File: src/rtl/cw305_crypto_ctrl.sv
// Crypto-core launch controller for a CW305-style target.
//
// Accepts a start request with key/plaintext/target core, optionally waits a
// programmable pre-delay, strobes the selected core's load line, times the
// core's busy window and captures its ciphertext.
//
// Ports:
//   clk, rst              single clock, asynchronous active-high reset
//   start_i               one-cycle launch request (honoured only in IDLE)
//   core_sel_i            target core index
//   key_i, text_i         key and plaintext, latched on accept
//   trig_dly_i            cycles spent in DELAY between accept and load
//   timeout_i             RUN timeout in cycles, 0 disables
//   core_load_o           one-hot load strobe (one cycle)
//   core_key_o/_text_o    latched key/plaintext shared by all cores
//   core_busy_i           per-core busy
//   core_ct_i             per-core ciphertext, core k at [k*pCT_WIDTH +: pCT_WIDTH]
//   ct_o                  captured ciphertext
//   done_o                one-cycle completion pulse
//   busy_o                high whenever not IDLE
//   trigger_o             scope trigger, high from LOAD through the last RUN cycle
//   timeout_o, sel_err_o  sticky status flags, cleared by the next accept
//   cycles_o              RUN cycle count of the last operation
module cw305_crypto_ctrl #(
    parameter int pNUM_CORES = 4,
    parameter int pPT_WIDTH  = 128,
    parameter int pKEY_WIDTH = 128,
    parameter int pCT_WIDTH  = 128,
    parameter int pCNT_WIDTH = 32,
    parameter int pDLY_WIDTH = 8,
    parameter int pSEL_WIDTH = (pNUM_CORES > 1) ? $clog2(pNUM_CORES) : 1
) (
    input  logic                            clk,
    input  logic                            rst,
    input  logic                            start_i,
    input  logic [pSEL_WIDTH-1:0]           core_sel_i,
    input  logic [pKEY_WIDTH-1:0]           key_i,
    input  logic [pPT_WIDTH-1:0]            text_i,
    input  logic [pDLY_WIDTH-1:0]           trig_dly_i,
    input  logic [pCNT_WIDTH-1:0]           timeout_i,
    output logic [pNUM_CORES-1:0]           core_load_o,
    output logic [pKEY_WIDTH-1:0]           core_key_o,
    output logic [pPT_WIDTH-1:0]            core_text_o,
    input  logic [pNUM_CORES-1:0]           core_busy_i,
    input  logic [pNUM_CORES*pCT_WIDTH-1:0] core_ct_i,
    output logic [pCT_WIDTH-1:0]            ct_o,
    output logic                            done_o,
    output logic                            busy_o,
    output logic                            trigger_o,
    output logic                            timeout_o,
    output logic                            sel_err_o,
    output logic [pCNT_WIDTH-1:0]           cycles_o
);

    localparam logic [2:0] StIdle    = 3'd0;
    localparam logic [2:0] StDelay   = 3'd1;
    localparam logic [2:0] StLoad    = 3'd2;
    localparam logic [2:0] StRun     = 3'd3;
    localparam logic [2:0] StCapture = 3'd4;

    // One extra bit so pNUM_CORES itself is representable for the range check.
    localparam logic [pSEL_WIDTH:0] NumCores = (pSEL_WIDTH + 1)'(pNUM_CORES);

    logic [2:0]            state_q, state_d;
    logic [pKEY_WIDTH-1:0] key_q;
    logic [pPT_WIDTH-1:0]  text_q;
    logic [pSEL_WIDTH-1:0] sel_q, sel_d;
    logic [pDLY_WIDTH-1:0] dly_cnt_q;
    logic                  seen_q;
    logic [pNUM_CORES-1:0] load_q, load_d;
    logic [pCT_WIDTH-1:0]  ct_q, ct_sel;
    logic                  done_q;
    logic                  trig_q;
    logic                  tmo_q;
    logic                  sel_err_q;
    logic [pCNT_WIDTH-1:0] cycles_q, cycles_inc;

    logic sel_valid;
    logic accept;
    logic busy_sel;
    logic busy_fall;
    logic timeout_hit;

    assign sel_valid = ({1'b0, core_sel_i} < NumCores);
    assign accept    = (state_q == StIdle) && start_i && sel_valid;
    assign sel_d     = accept ? core_sel_i : sel_q;

    // Select the latched core's busy and ciphertext without indexing past pNUM_CORES.
    always_comb begin
        busy_sel = 1'b0;
        ct_sel   = '0;
        for (int k = 0; k < pNUM_CORES; k++) begin
            if (sel_q == pSEL_WIDTH'(k)) begin
                busy_sel = core_busy_i[k];
                ct_sel   = core_ct_i[k*pCT_WIDTH +: pCT_WIDTH];
            end
        end
    end

    // Busy must have been seen high in an earlier RUN cycle before a low counts as done.
    assign busy_fall   = seen_q && !busy_sel;
    assign cycles_inc  = (cycles_q == '1) ? cycles_q : cycles_q + 1'b1;
    assign timeout_hit = (timeout_i != '0) && (cycles_inc >= timeout_i);

    always_comb begin
        state_d = state_q;
        case (state_q)
            StIdle: begin
                if (accept) begin
                    state_d = (trig_dly_i != '0) ? StDelay : StLoad;
                end
            end
            StDelay: begin
                if (dly_cnt_q <= 1) begin
                    state_d = StLoad;
                end
            end
            StLoad:  state_d = StRun;
            StRun: begin
                if (busy_fall) begin
                    state_d = StCapture;
                end else if (timeout_hit) begin
                    state_d = StIdle;
                end
            end
            StCapture: state_d = StIdle;
            default:   state_d = StIdle;
        endcase
    end

    always_comb begin
        load_d = '0;
        for (int k = 0; k < pNUM_CORES; k++) begin
            load_d[k] = (state_d == StLoad) && (sel_d == pSEL_WIDTH'(k));
        end
    end

    always_ff @(posedge clk or posedge rst) begin
        if (rst) begin
            state_q   <= StIdle;
            key_q     <= '0;
            text_q    <= '0;
            sel_q     <= '0;
            dly_cnt_q <= '0;
            seen_q    <= 1'b0;
            load_q    <= '0;
            ct_q      <= '0;
            done_q    <= 1'b0;
            trig_q    <= 1'b0;
            tmo_q     <= 1'b0;
            sel_err_q <= 1'b0;
            cycles_q  <= '0;
        end else begin
            state_q <= state_d;
            load_q  <= load_d;
            done_q  <= (state_d == StCapture);
            trig_q  <= (state_d == StLoad) || (state_d == StRun);

            if (accept) begin
                key_q     <= key_i;
                text_q    <= text_i;
                sel_q     <= core_sel_i;
                dly_cnt_q <= trig_dly_i;
                seen_q    <= 1'b0;
                tmo_q     <= 1'b0;
                sel_err_q <= 1'b0;
                cycles_q  <= '0;
            end else if ((state_q == StIdle) && start_i) begin
                sel_err_q <= 1'b1;
            end

            if (state_q == StDelay) begin
                dly_cnt_q <= dly_cnt_q - 1'b1;
            end

            if (state_q == StRun) begin
                cycles_q <= cycles_inc;
                if (busy_sel) begin
                    seen_q <= 1'b1;
                end
                if (busy_fall) begin
                    ct_q <= ct_sel;
                end else if (timeout_hit) begin
                    tmo_q <= 1'b1;
                end
            end
        end
    end

    assign busy_o      = (state_q != StIdle);
    assign core_key_o  = key_q;
    assign core_text_o = text_q;
    assign core_load_o = load_q;
    assign ct_o        = ct_q;
    assign done_o      = done_q;
    assign trigger_o   = trig_q;
    assign timeout_o   = tmo_q;
    assign sel_err_o   = sel_err_q;
    assign cycles_o    = cycles_q;

endmodule
File: config.mk
export PLATFORM = sky130hd
export DESIGN_NAME = cw305_crypto_ctrl
export DESIGN_NICKNAME = d
export VERILOG_FILES = /design/src/rtl/cw305_crypto_ctrl.sv
export SDC_FILE = /design/constraint.sdc
export NUM_CORES = 1
export LEC_CHECK = 0
export CAP_MARGIN = 15
export CORE_AREA = 2 2 483 485
export CTS_CLUSTER_DIAMETER = 100
export DETAILED_ROUTE_END_ITERATION = 6
export DIE_AREA = 0 0 485 487
export GPL_TIMING_DRIVEN = 0
export PLACE_DENSITY_LB_ADDON = 0.1
export SETUP_SLACK_MARGIN = 0.15
export SYNTH_ARGS = -nofsm -noshare
export SYNTH_HDL_FRONTEND = slang
export SYNTH_SLANG_ARGS = --single-unit
File: constraint.sdc
create_clock -name clk -period 20.5 [get_ports clk]
set_clock_uncertainty 0.05 [all_clocks]
set_input_delay 4.1 -clock clk [delete_from_list [all_inputs] [get_ports clk]]
set_output_delay 4.1 -clock clk [all_outputs]
set_load 0.02 [all_outputs]
==> key figures <==
STA
  • Final setup violation count: 0
  • Worst rel slew slack: about a quarter
  • Min Hold Slack: between 0.4 and 0.5 ns
  • Fin crit share: about a third
  • Final Max Slew Viols: 0
  • Fmax achieved: 0.146 GHz
  • Slew @ Worst Pin: 1.14 ns
  • Final hold vios: 0
  • RSZ-0062 raised after global routing: no
  • Fin crit period: ~6.8 ns

Place
  • Input/output buffers: approximately 1.2k
  • Placer congestion estimate: between 0.8 and 0.9
  • Detail Placement HPWL: 143 mm

Pwr
  • Net Sw Frac: between 40% and 50%
  • Seq pwr share: between 20% and 30%
  • Logic pwr share: between 50% and 60%
  • Leakage: between 15 and 20 nW
  • Clock power frac: 23.2%
  • Int Pwr: between 3 and 4 mW
  • Maximum vdd drop: roughly 0.058 mV
  • Post-route total power: 5.79 mW
  • Sw power: about 2.4 mW
  • Power per cell area: roughly 140 mW/mm^2

Clock tree
  • Max clock buf depth: 3
  • Number of H-tree levels: 3
  • CTS sink cnt: 437
  • Post-CTS Repair Setup Buffers: 0
  • CTS Hold Bufs: 0
  • Clk_lat worst skew: slightly below 0.7 ns
  • Post-CTS sizing: 0
  • CTS root buffer: clkbuf_16
  • Clock-pin transition on the worst setup and hold timing paths: approximately 0.06 ns
  • CTS tree: built
  • CTS Buf Count: 72

Global route
  • Number of global-route vias before repair: approximately 23k
  • Largest net degree at the start of global routing: between 90 and 100
  • First-pass GRT wire length: around 220 mm
  • Initial antenna violation count: slightly below 100
  • GRT Total Usage: around 14%
  • Overflow after GRT: 0

Finish
  • Fillers: 25.7k
  • Util after Layout: 17.6%
  • Most common cell after layout, fill and taps aside: clkdlybuf4s50_1
  • Nets: approximately 4.2k
  • Area Overhead vs Synth: 88.0%
  • Layout cells sized above 1: a little over an eighth
  • Commonest non-fill, non-tap cells in the layout: 1240 x clkdlybuf4s50_1, 820 x nand2_1, 437 x dfrtp_1

Worst setup path
  • CP max stage cell: a31oi_1
  • Startpoint types: primary input
  • CP peak stage delay: between 0.7 and 0.8 ns
  • Cell-by-cell trace of the critical path: clkdlybuf4s50_1 > inv_1 > ha_1 > nand4_1 > nor4_1 > nand4_1 > a31oi_1 > o211ai_1
  • Crit Path Class: primary input to flop
  • Worst Path Buf+Inv: 2
  • Cell seen most often among critical-path stages: nand4_1
  • CP Data Required Time: approximately 21 ns
  • Cell family with most CP delay: compound AO/OA/AOI/OAI gates
  • WP data arrival: approximately 7.2 ns
  • CP max FO: 4
  • Setup crit end kind: flop

Die
  • Core footprint: approximately 0.23 mm^2
  • Die Wd: just under 500 um
  • Die area: approximately 0.24 mm^2
  • Initial Util: 9.37%
  • Site Rows: approximately 180
  • # IOs: between 1k and 1.5k
  • Die Y-Extent: just under 500 um

Synth
  • Proportion of synthesized area in mux cells: about a fifth
  • Syn avg cell area: 10.7 um^2
  • Synth Area in Simple Gates: a little under a fifth
  • Seq/Total Area, Yosys: roughly half
  • Mapped cell area: around 0.022 mm^2
  • Number of synthesized register bits: approximately 440
  • Synth Flop Type: dfrtp_1
  • Main combinational cell family by area after synthesis: multiplexers
  • Ys async rst share: 100%
  • Number of enable flip-flop cells after synthesis: 0
  • Xor and xnor fraction of the mapped netlist area: under 10%
  • Syn Inst Count: 2029
  • Synth Area in Compound Gates: 4.27%
  • Synthesized Nets: 2881
  • Post-synth cell types: approximately 80
  • Synth warn: 0
  • Synth Area in Adders: 2.02%

Route
  • WL met2: between 90 and 100 mm
  • Routed wl met3: ~15 mm
  • Antenna Nets Post-Route: 0
  • Vias: around 21k
  • Vias/cell: between 3 and 4
  • Metal-1 WL: a little over 60 mm
  • DRC viols: 0
  • Uppermost routed layer: met5
  • Drt total wl: between 150 and 200 mm
  • Detailed Route Iter0 Violations: around 920
  • Avg WL per Cell: about 26 um
  • DR pass1 iterations: 5

Job
  • Max Cap Viol: 0

Worst hold path
  • Hold Path Class: flop to flop

Outcome
  • Status: complete, no violations
## worst min-delay path: stages, from the launching register on
cell,delay [ns]
dfrtp_1,0.34
nand2_1,0.05
nand2_1,0.05
## path summary, 6_finish.rpt
path	startpoint	endpoint	slack, ns	cells after the start
min in group asynchronous	rst	core_key_o[47]$_DFFE_PP0P_	3.75	2
worst max-delay path	timeout_i[28]	trigger_o$_DFF_PP0_	13.67	8
worst min-delay path	core_key_o[69]$_DFFE_PP0P_	core_key_o[69]$_DFFE_PP0P_	0.42	2
worst min register to register	core_key_o[69]$_DFFE_PP0P_	core_key_o[69]$_DFFE_PP0P_	0.42	2
max in group asynchronous	rst	core_key_o[72]$_DFFE_PP0P_	15.13	4
worst max register to register	cycles_o[0]$_DFFE_PP0P_	trigger_o$_DFF_PP0_	15.41	14
## power by group through the flow
stage          logic (mW)  registers (mW)  clock network [mW]
6_report             2.96            1.49                1.34
5_1_grt              3.17            1.55                1.44
4_1_cts              3.06            1.50                1.42
3_5_place_dp         3.05            1.50                   0
3_3_place_gp         3.05            1.51                   0
2_1_floorplan       0.907            1.92                   0
## synthesized netlist by cell type (5+ instances only)
library cell | n | area share, %
a21o_1 | 5 | 0.17
mux4_2 | 129 | 13
nor2_1 | 31 | 0.54
nor4_1 | 19 | 0.55
nand3_1 | 20 | 0.46
nor3_1 | 13 | 0.30
and3_1 | 11 | 0.32
a31oi_1 | 18 | 0.52
a21oi_1 | 19 | 0.44
xnor2_1 | 16 | 0.65
or3_1 | 5 | 0.14
a221o_1 | 6 | 0.28
o31ai_1 | 8 | 0.28
o211ai_1 | 9 | 0.31
o21ai_0 | 17 | 0.39
nand2_1 | 820 | 14
buf_1 | 13 | 0.23
mux2_2 | 129 | 6.7
inv_1 | 39 | 0.68
ha_1 | 35 | 2.0
buf_2 | 28 | 0.65
xor2_1 | 15 | 0.61
nand4_1 | 17 | 0.49
clkbuf_1 | 82 | 1.4
dfrtp_1 | 437 | 50
and4_1 | 5 | 0.20
## logic make-up (layout without fill, tap and decap cells)
logic type	Yosys count	in the layout
simple gates	973	973
flops	437	437
mux	262	262
buf+inv	168	1549
compound gates	122	122
fa+ha+maj	35	35
xor+xnor	31	31
other cells	1	15
## metal layers
| layer | up-vias | track usage, % |
|---|---|---|
| li1 | 9669 | - |
| met4 | 84 | 3.82 |
| met5 | - | 0 |
| met2 | 909 | 26.1 |
| met1 | 10500 | 14.6 |
| met3 | 251 | 5.53 |
## through the flow
stage          TNS [ns]  instances  worst slack, ns  cell area [um^2]
2_1_floorplan         0       2029             4.18             21700
3_3_place_gp   -2661.51       6312            -6.30             37900
3_5_place_dp          0       6324            12.85             38200
4_1_cts               0       6451            13.66             40700
5_1_grt               0       6460            13.50             40800
6_report              0       6467            13.67             40800
## state kept, by name, indices dropped and copies added (netlist names)
| register | flops |
|---|---|
| dly_cnt_q | 8 |
| seen_q | 1 |
| timeout_o | 1 |
| ct_o | 128 |
| done_o | 1 |
| cycles_o | 32 |
| core_text_o | 128 |
| core_key_o | 128 |
| sel_q | 2 |
| core_load_o | 4 |
| state_q | 3 |
| trigger_o | 1 |
## layout make-up
class,instances,area [um^2],area share (%)
antenna,14,35.0,0.0859
buffer,129,544,1.33
clock buffer,104,2120,5.21
clock inverter,23,395,0.970
inverter,39,154,0.377
multi-input combinational,1424,10100,24.7
sequential,437,10900,26.8
tap,3043,3810,9.34
timing repair buffer,1254,12700,31.2
Power figures use the tool's default switching activity.
